==> src/rtl/id_hazard_ctrl.sv <==
// id_hazard_ctrl: ID-stage issue control; tracks EX/MEM/WB destinations, stalls on load-use,
// and selects the RD1/RD2 forwarding sources.
module id_hazard_ctrl #(
  parameter int CNT_W = 16
) (
  input  logic             clk,
  input  logic             rst_n,
  input  logic             id_valid,
  input  logic [4:0]       id_rs,
  input  logic [4:0]       id_rt,
  input  logic             id_use_rs,
  input  logic             id_use_rt,
  input  logic [4:0]       id_wr,
  input  logic             id_we,
  input  logic             id_is_load,
  input  logic             ex_ready,
  input  logic             flush,
  output logic             id_issue,
  output logic             id_stall,
  output logic [1:0]       fwd_rs,
  output logic [1:0]       fwd_rt,
  output logic [CNT_W-1:0] stall_cnt
);
  typedef struct packed {
    logic       v;
    logic [4:0] wr;
    logic       ld;
  } slot_t;

  slot_t ex_q, mem_q, wb_q, ex_d, mem_d, wb_d;
  logic [CNT_W-1:0] cnt_q, cnt_d;
  logic hz_rs, hz_rt, lu;

  function automatic logic writes(input slot_t s, input logic [4:0] r);
    return s.v && s.wr == r && r != 5'd0;
  endfunction

  // Youngest producer wins: EX, then MEM, then WB (covers same-cycle regfile write/read).
  function automatic logic [1:0] sel(input logic use_r, input logic [4:0] r,
                                     input slot_t e, input slot_t m, input slot_t w);
    return !use_r ? 2'd0 : writes(e, r) ? 2'd1 : writes(m, r) ? 2'd2 : writes(w, r) ? 2'd3 : 2'd0;
  endfunction

  always_comb begin
    hz_rs    = id_use_rs && writes(ex_q, id_rs) && ex_q.ld;
    hz_rt    = id_use_rt && writes(ex_q, id_rt) && ex_q.ld;
    lu       = id_valid && (hz_rs || hz_rt);
    id_issue = id_valid && ex_ready && !flush && !lu;
    id_stall = id_valid && (!ex_ready || lu) && !flush;
    fwd_rs   = sel(id_use_rs, id_rs, ex_q, mem_q, wb_q);
    fwd_rt   = sel(id_use_rt, id_rt, ex_q, mem_q, wb_q);
    ex_d     = ex_q;
    mem_d    = mem_q;
    wb_d     = wb_q;
    if (flush) begin
      ex_d  = '0;
      mem_d = '0;
      wb_d  = mem_q;
    end else if (ex_ready) begin
      wb_d  = mem_q;
      mem_d = ex_q;
      ex_d  = id_issue ? slot_t'{v: id_we, wr: id_wr, ld: id_is_load} : '0;
    end
    cnt_d = (lu && ex_ready && !flush && !(&cnt_q)) ? cnt_q + CNT_W'(1) : cnt_q;
  end

  always_ff @(posedge clk or negedge rst_n) begin
    if (!rst_n) begin
      ex_q  <= '0;
      mem_q <= '0;
      wb_q  <= '0;
      cnt_q <= '0;
    end else begin
      ex_q  <= ex_d;
      mem_q <= mem_d;
      wb_q  <= wb_d;
      cnt_q <= cnt_d;
    end
  end

  assign stall_cnt = cnt_q;
endmodule

==> config.mk <==
export PLATFORM = sky130hd
export DESIGN_NAME = id_hazard_ctrl
export DESIGN_NICKNAME = d
export VERILOG_FILES = /design/src/rtl/id_hazard_ctrl.sv
export SDC_FILE = /design/constraint.sdc
export NUM_CORES = 1
export LEC_CHECK = 0
export CORE_MARGIN = 10
export CORE_UTILIZATION = 50
export CTS_CLUSTER_DIAMETER = 150
export DETAILED_ROUTE_END_ITERATION = 12
export GPL_TIMING_DRIVEN = 0
export PLACE_DENSITY_LB_ADDON = 0.2
export SLEW_MARGIN = 20
export SYNTH_ARGS = -nofsm -noshare
export SYNTH_HDL_FRONTEND = slang
export SYNTH_SLANG_ARGS = --single-unit
==> constraint.sdc <==
create_clock -name clk -period 2.3 [get_ports clk]
set_clock_uncertainty 0.2 [all_clocks]
set_input_delay 0.23 -clock clk [delete_from_list [all_inputs] [get_ports clk]]
set_output_delay 0.23 -clock clk [all_outputs]
set_load 0.01 [all_outputs]
==> results.tsv, run 1 <==
metric	value	unit
Internal	0.943	mW
delay-heaviest family, CP	simple AND/OR/NAND/NOR gates	
Hold WS	0.103	ns
share of cells above drive strength 1	31.3	%
final antenna diode count	0	
hold path start	flush	
RSZ-0062 raised after global routing	yes	
row cnt	22	
vias per inst	5.49	
count leader, synth	dfrtp_1	
clk buf depth	2	
wire per inst	17.6	µm
slowest stage delay, CP	0.45	ns
WP data required	1.87	ns
overall routed net length	5390	µm
CP endpoint kind	primary output	
Worst Path Max Fanout	4	
# fillers	261	
critical path startpoint	ex_q[5]	
largest net degree at the start of global routing	19	
dominant cell type by area after synthesis	dfrtp_1	
Post-synth EDFFs	0	
status	finished with violations	
DR DRC count	0	
Switching Fraction	24.0	%
Layout area overhead	45.0	%
syn nets	214	
Buffers on Ports	42	
slowest CP cell	dfrtp_2	
sum of buffers and inverters on the critical path	1	
routed vias	1686	
total of max-cap violations	0	
final net count	284	
Root Buffer	clkbuf_8	
final setup margin	-0.109	ns
HPWL after DPL	3620	µm
pre-CTS WS	-0.877	ns
share of power burned in the clock network	35.4	%
final max-slew violation count	0	
worst-margin pin slew	0.562	ns
synth cell count leaders	35 x dfrtp_1, 26 x xnor2_1, 17 x xor2_1, 16 x nor2_1, 10 x nand2_1	
CP Launch Type	flip-flop	
worst endpoint data arrival time	1.98	ns
post-route cell area	2870	µm²
GR Overflow Total	0	
crit path time final	2.41	ns
DR pass1 iterations	4	
CTS Buf Count	5	
final hold violation count	0	
Seq cells post-synth	35	
Core Area	3740	µm²
gpl congestion	0.823	
instance count of the mapped netlist	189	
Worst VDD drop	486	µV
crit path cell chain	xnor2_1 -> nand4_1 -> nor4b_4 -> or2_4 -> nand2_1 -> a21oi_1 -> buf_2	
Placed Instances	280	
violated checks	negative setup slack	
CTS tree	built	
1st-iter DRT viols	124	
storage element area	882	µm²
Slew Limit Headroom	62.5	%
final setup fails	2	
global-route wire length before repair	8210	µm
PwrDens	432	nW/µm²
LEAKAGE	1.26	nW
Starting Density	52.9	%
Sinks on Clock Net	35	
io pins	46	
kind of critical path	reg2out	
post-synthesis sequential area ratio	44.2	%
synth warn	0	
final worst path period share	105	%
Area contributors post-synth	dfrtp_1 44%, xnor2_1 11%, xor2_1 7.5%, mux2_2 4.5%, a22o_1 3.1%	
Multi-input gate area	1220	µm²
initial antenna violation count	0	
Reg clk slew, reported paths	0.06	ns
Netlist Area Pre-Place	1980	µm²
Flop pwr share	51.6	%
die width	82.9	µm
worst r2r src	ex_q[5]	
post-synth cell types	34	
number of global-route vias before repair	1633	
Switch Pwr	0.298	mW
min-delay worst type	in2reg	
Peak Freq	0.415	GHz
H-tree levels	2	
overall fraction of global-route tracks in use	14.0	%
syn_area_per_cell	10.5	µm²
die height	82.9	µm
ANT nets after route	0	
TNS Setup	-0.181	ns
die area	6880	µm²
Non-Filler Instances	307	
top-area cell type share of the netlist area	44.2	%
DP Area	2480	µm²
Comb pwr share	13.0	%
share of flip-flops with an asynchronous set or reset	100	%
worst skew pair latency	0.28	ns
ys flop type	dfrtp_1	
-- sequential cells by signal, indices dropped and copies added, names as in the netlist --
name,count
stall_cnt,16
wb_q,6
ex_q,7
mem_q,6
-- final timing paths --
kind | end | slack (ns) | depth (start not counted)
max in group asynchronous | stall_cnt[4] | 1.24 | 3
setup / recovery | id_stall | -0.11 | 7
hold / removal | mem_q[6] | 0.10 | 2
min in group asynchronous | wb_q[4] | 0.23 | 2
hold reg to reg | stall_cnt[8] | 0.30 | 1
setup reg to reg | stall_cnt[7] | 0.01 | 9
-- what timing repair did --
action | in CTS | in global routing
setup endpoints to repair | 24 | 19
pin swaps | 6 | 11
endpoints found under the hold margin | 17 | 0
setup buffers | 10 | 10
resized for setup | 46 | 32
hold buffers | 1 | 0
gates cloned | 0 | 1
-- area by class of cell --
type                            instances  area share, %
Clock inverter                          1          0.174
Inverter                                3          0.392
Timing Repair Buffer                   63           20.0
Buffer                                  6           1.09
Tap cell                               48           2.09
Multi-Input combinational cell        145           42.6
Sequential cell                        35           30.7
Clock buffer                            6           2.88
-- kinds of logic after synthesis --
| kind of cell | Yosys count | synth area share [%] |
|---|---|---|
| AO/OA/AOI/OAI | 14 | 6.44 |
| XOR/XNOR | 43 | 19.0 |
| adder cells (fa/ha/maj) | 1 | 0.632 |
| AND/OR/NAND/NOR | 73 | 20.2 |
| multiplexers | 14 | 7.58 |
| flip-flops | 35 | 44.2 |
| buffers and inverters | 9 | 1.96 |
-- cells in the final DEF, fill, tap and decap left out, drive strengths merged, types with 3 or more instances in the layout --
cell	netlist	layout
dlygate4sd2	0	4
buf	3	27
nand4	9	9
mux2i	6	6
nor2	17	17
nand3	6	6
xnor2	26	26
a22o	7	7
nor4	7	7
mux2	8	8
clkdlybuf4s50	0	26
clkbuf	3	13
dfrtp	35	35
inv	3	3
clkdlybuf4s15	0	3
nand2b	3	3
a21oi	3	3
xor2	17	17
nor3	10	10
nand2	10	10
-- power by group through the flow --
stage / clock network [mW] / logic [mW] / registers (mW)
floorplan: 0 / 0.0693 / 0.646
global placement: 0 / 0.137 / 0.651
detailed placement: 0 / 0.143 / 0.651
CTS: 0.446 / 0.153 / 0.639
global route: 0.476 / 0.176 / 0.641
finish: 0.439 / 0.161 / 0.640
-- metal layers --
metal | share of wire, % | vias up | track usage, %
met1 | 46 | 819 | 19.0
met4 | 0.89 | 0 | 3.23
met2 | 47 | 54 | 20.8
met3 | 6.2 | 6 | 4.69
li1 | - | 807 | -
met5 | 0 | - | 0
-- stage by stage --
stage	utilization, %	total power, mW
after floorplan	-	0.715
after global placement	65.7	0.787
after detailed placement	66.3	0.794
after CTS	72.5	1.24
after global routing	76.7	1.29
final	76.7	1.24
(Power assumes the default switching activity.)
==> run 2, diff against run 1 <==
==> constraint.sdc (replaced) <==
create_clock -name clk -period 2.3 [get_ports clk]
set_clock_uncertainty 0.2 [all_clocks]
set_input_delay 0.345 -clock clk [delete_from_list [all_inputs] [get_ports clk]]
set_output_delay 0.345 -clock clk [all_outputs]
set_load 0.01 [all_outputs]
==> run 2 against run 1 <==
Against the previous run: the flow still finishes with violations (negative setup slack); clock power is essentially flat; die area is the same; sequential power is essentially flat; critical path depth is the same; critical path type unchanged; critical endpoint unchanged.
==> results.tsv, run 2 (same netlist as run 1, synthesis figures left out) <==
metric	value	unit
status	finished with violations	
violated checks	negative setup slack	
final hold violation count	0	
worst r2r src	stall_cnt[6]	
Worst R2R Path Depth	7	
PwrDens	435	nW/µm²
Worst Path Max Fanout	3	
1st-iter DRT viols	167	
overall routed net length	5300	µm
Hold WS	0.219	ns
sum of buffers and inverters on the critical path	1	
final net count	284	
Peak Freq	0.410	GHz
final setup fails	12	
Core Area	3740	µm²
pre-CTS WS	-1.11	ns
slowest stage delay, CP	0.44	ns
Root Buffer	clkbuf_8	
ANT nets after route	0	
largest net degree at the start of global routing	19	
max reg flops	16	
Worst VDD drop	489	µV
delay-heaviest family, CP	simple AND/OR/NAND/NOR gates	
Reg2Reg Setup Slack	-0.05	ns
global-route wire length before repair	8200	µm
die height	82.9	µm
final max-slew violation count	0	
Layout area overhead	45.5	%
LEAKAGE	1.24	nW
CTS tree	built	
HPWL after DPL	3620	µm
clk buf depth	2	
DR DRC count	0	
RSZ-0062 raised after global routing	yes	
total of max-cap violations	0	
Crit path depth	7	
r2r endpoint	stall_cnt[7]	
final antenna diode count	0	
H-tree levels	2	
vias per inst	5.50	
die width	82.9	µm
io pins	46	
crit path time final	2.44	ns
slowest CP cell	dfrtp_2	
final worst path period share	106	%
crit path cell chain	xnor2_1 -> nand4_1 -> nor4b_4 -> or2_4 -> nand2_2 -> a21oi_2 -> buf_2	
CP Launch Type	flip-flop	
min-delay worst type	in2reg	
overall fraction of global-route tracks in use	14.0	%
DR pass1 iterations	5	
Min-Delay Endpoint	mem_q[6]	
worst endpoint data arrival time	1.89	ns
wire per inst	17.3	µm
final setup margin	-0.136	ns
routed vias	1688	
Multi-input gate area	1230	µm²
worst-margin pin slew	0.574	ns
Starting Density	52.9	%
Tot Pwr	1.25	mW
final design utilization	77.0	%
GR Overflow Total	0	
most frequent cells in the layout	29 x dfrtp_1, 26 x clkdlybuf4s50_1, 23 x xnor2_1, 17 x xor2_1, 15 x nor2_1	
worst skew pair latency	0.28	ns
gpl congestion	0.823	
WP data required	1.75	ns
Buffers on Ports	42	
CP endpoint kind	primary output	
CTS Buf Count	5	
number of global-route vias before repair	1615	
commonest non-fill, non-tap cell in the layout	dfrtp_1	
Slew Limit Headroom	61.7	%
share of cells above drive strength 1	34.7	%
hold path start	flush	
Sinks on Clock Net	35	
Hold Path Stages	2	
initial antenna violation count	0	
# fillers	256	
die area	6880	µm²
Reg clk slew, reported paths	0.07	ns
kind of critical path	reg2out	
storage element area	883	µm²
row cnt	22	
## run 2: changes by cell type in the layout (fill, tap and decap cells not counted), sizes merged
cell and change:
clkdlybuf4s15 -3, dlymetal6s2s -1, clkbuf -4, buf +11, dlygate4sd2 -3
## run 2: per-stage QoR
step | instance area (µm²) | std cells | TNS, ns
CTS | 2680 | 301 | -0.157
global placement | 2460 | 279 | -18.11
detailed placement | 2480 | 280 | -14.72
finish | 2880 | 307 | -0.718
global route | 2880 | 307 | -2.62
floorplan | 1980 | 189 | 0
## run 2: final cells by class
cell class              instances  share of cell area, %
plain buffers                   6                   1.09
multi-input cells             145                   42.6
well taps                      48                   2.08
clock buffers                   6                   2.86
repair buffers                 63                   20.2
inverters                       3                  0.391
clock inverters                 1                  0.174
flip-flops and latches         35                   30.6
## run 2: what timing repair did
item	CTS	global route
hold buffers	1	0
gates cloned	0	1
setup buffers	13	5
gates resized for setup	74	36
endpoints found under the hold margin	17	0
endpoints found under the setup margin	28	17
pin swaps	14	7
## run 2: per-layer routing
metal | up-vias | part of all wire, % | track usage [%]
li1 | 801 | - | -
met1 | 818 | 47 | 19.2
met2 | 57 | 46 | 20.7
met3 | 12 | 5.8 | 4.59
met4 | 0 | 1.5 | 2.77
met5 | - | 0 | 0
## run 2: where the power goes
part           total [mW]  switching (mW)  internal, mW
Sequential          0.640          0.0149         0.625
Combinational       0.174          0.0803        0.0934
Clock               0.439           0.205         0.235
Total                1.25           0.300         0.953
## run 2: worst max path at each step
stage              from  endpoint  slack (ns)
2_1_floorplan  id_rs[1]  id_issue        0.12
3_3_place_gp   id_rs[2]  id_issue       -1.11
3_5_place_dp   id_rs[1]  id_issue       -1.11
4_1_cts         ex_q[5]  id_stall       -0.09
5_1_grt         ex_q[5]  id_stall       -0.29
6_report        ex_q[1]  id_stall       -0.14
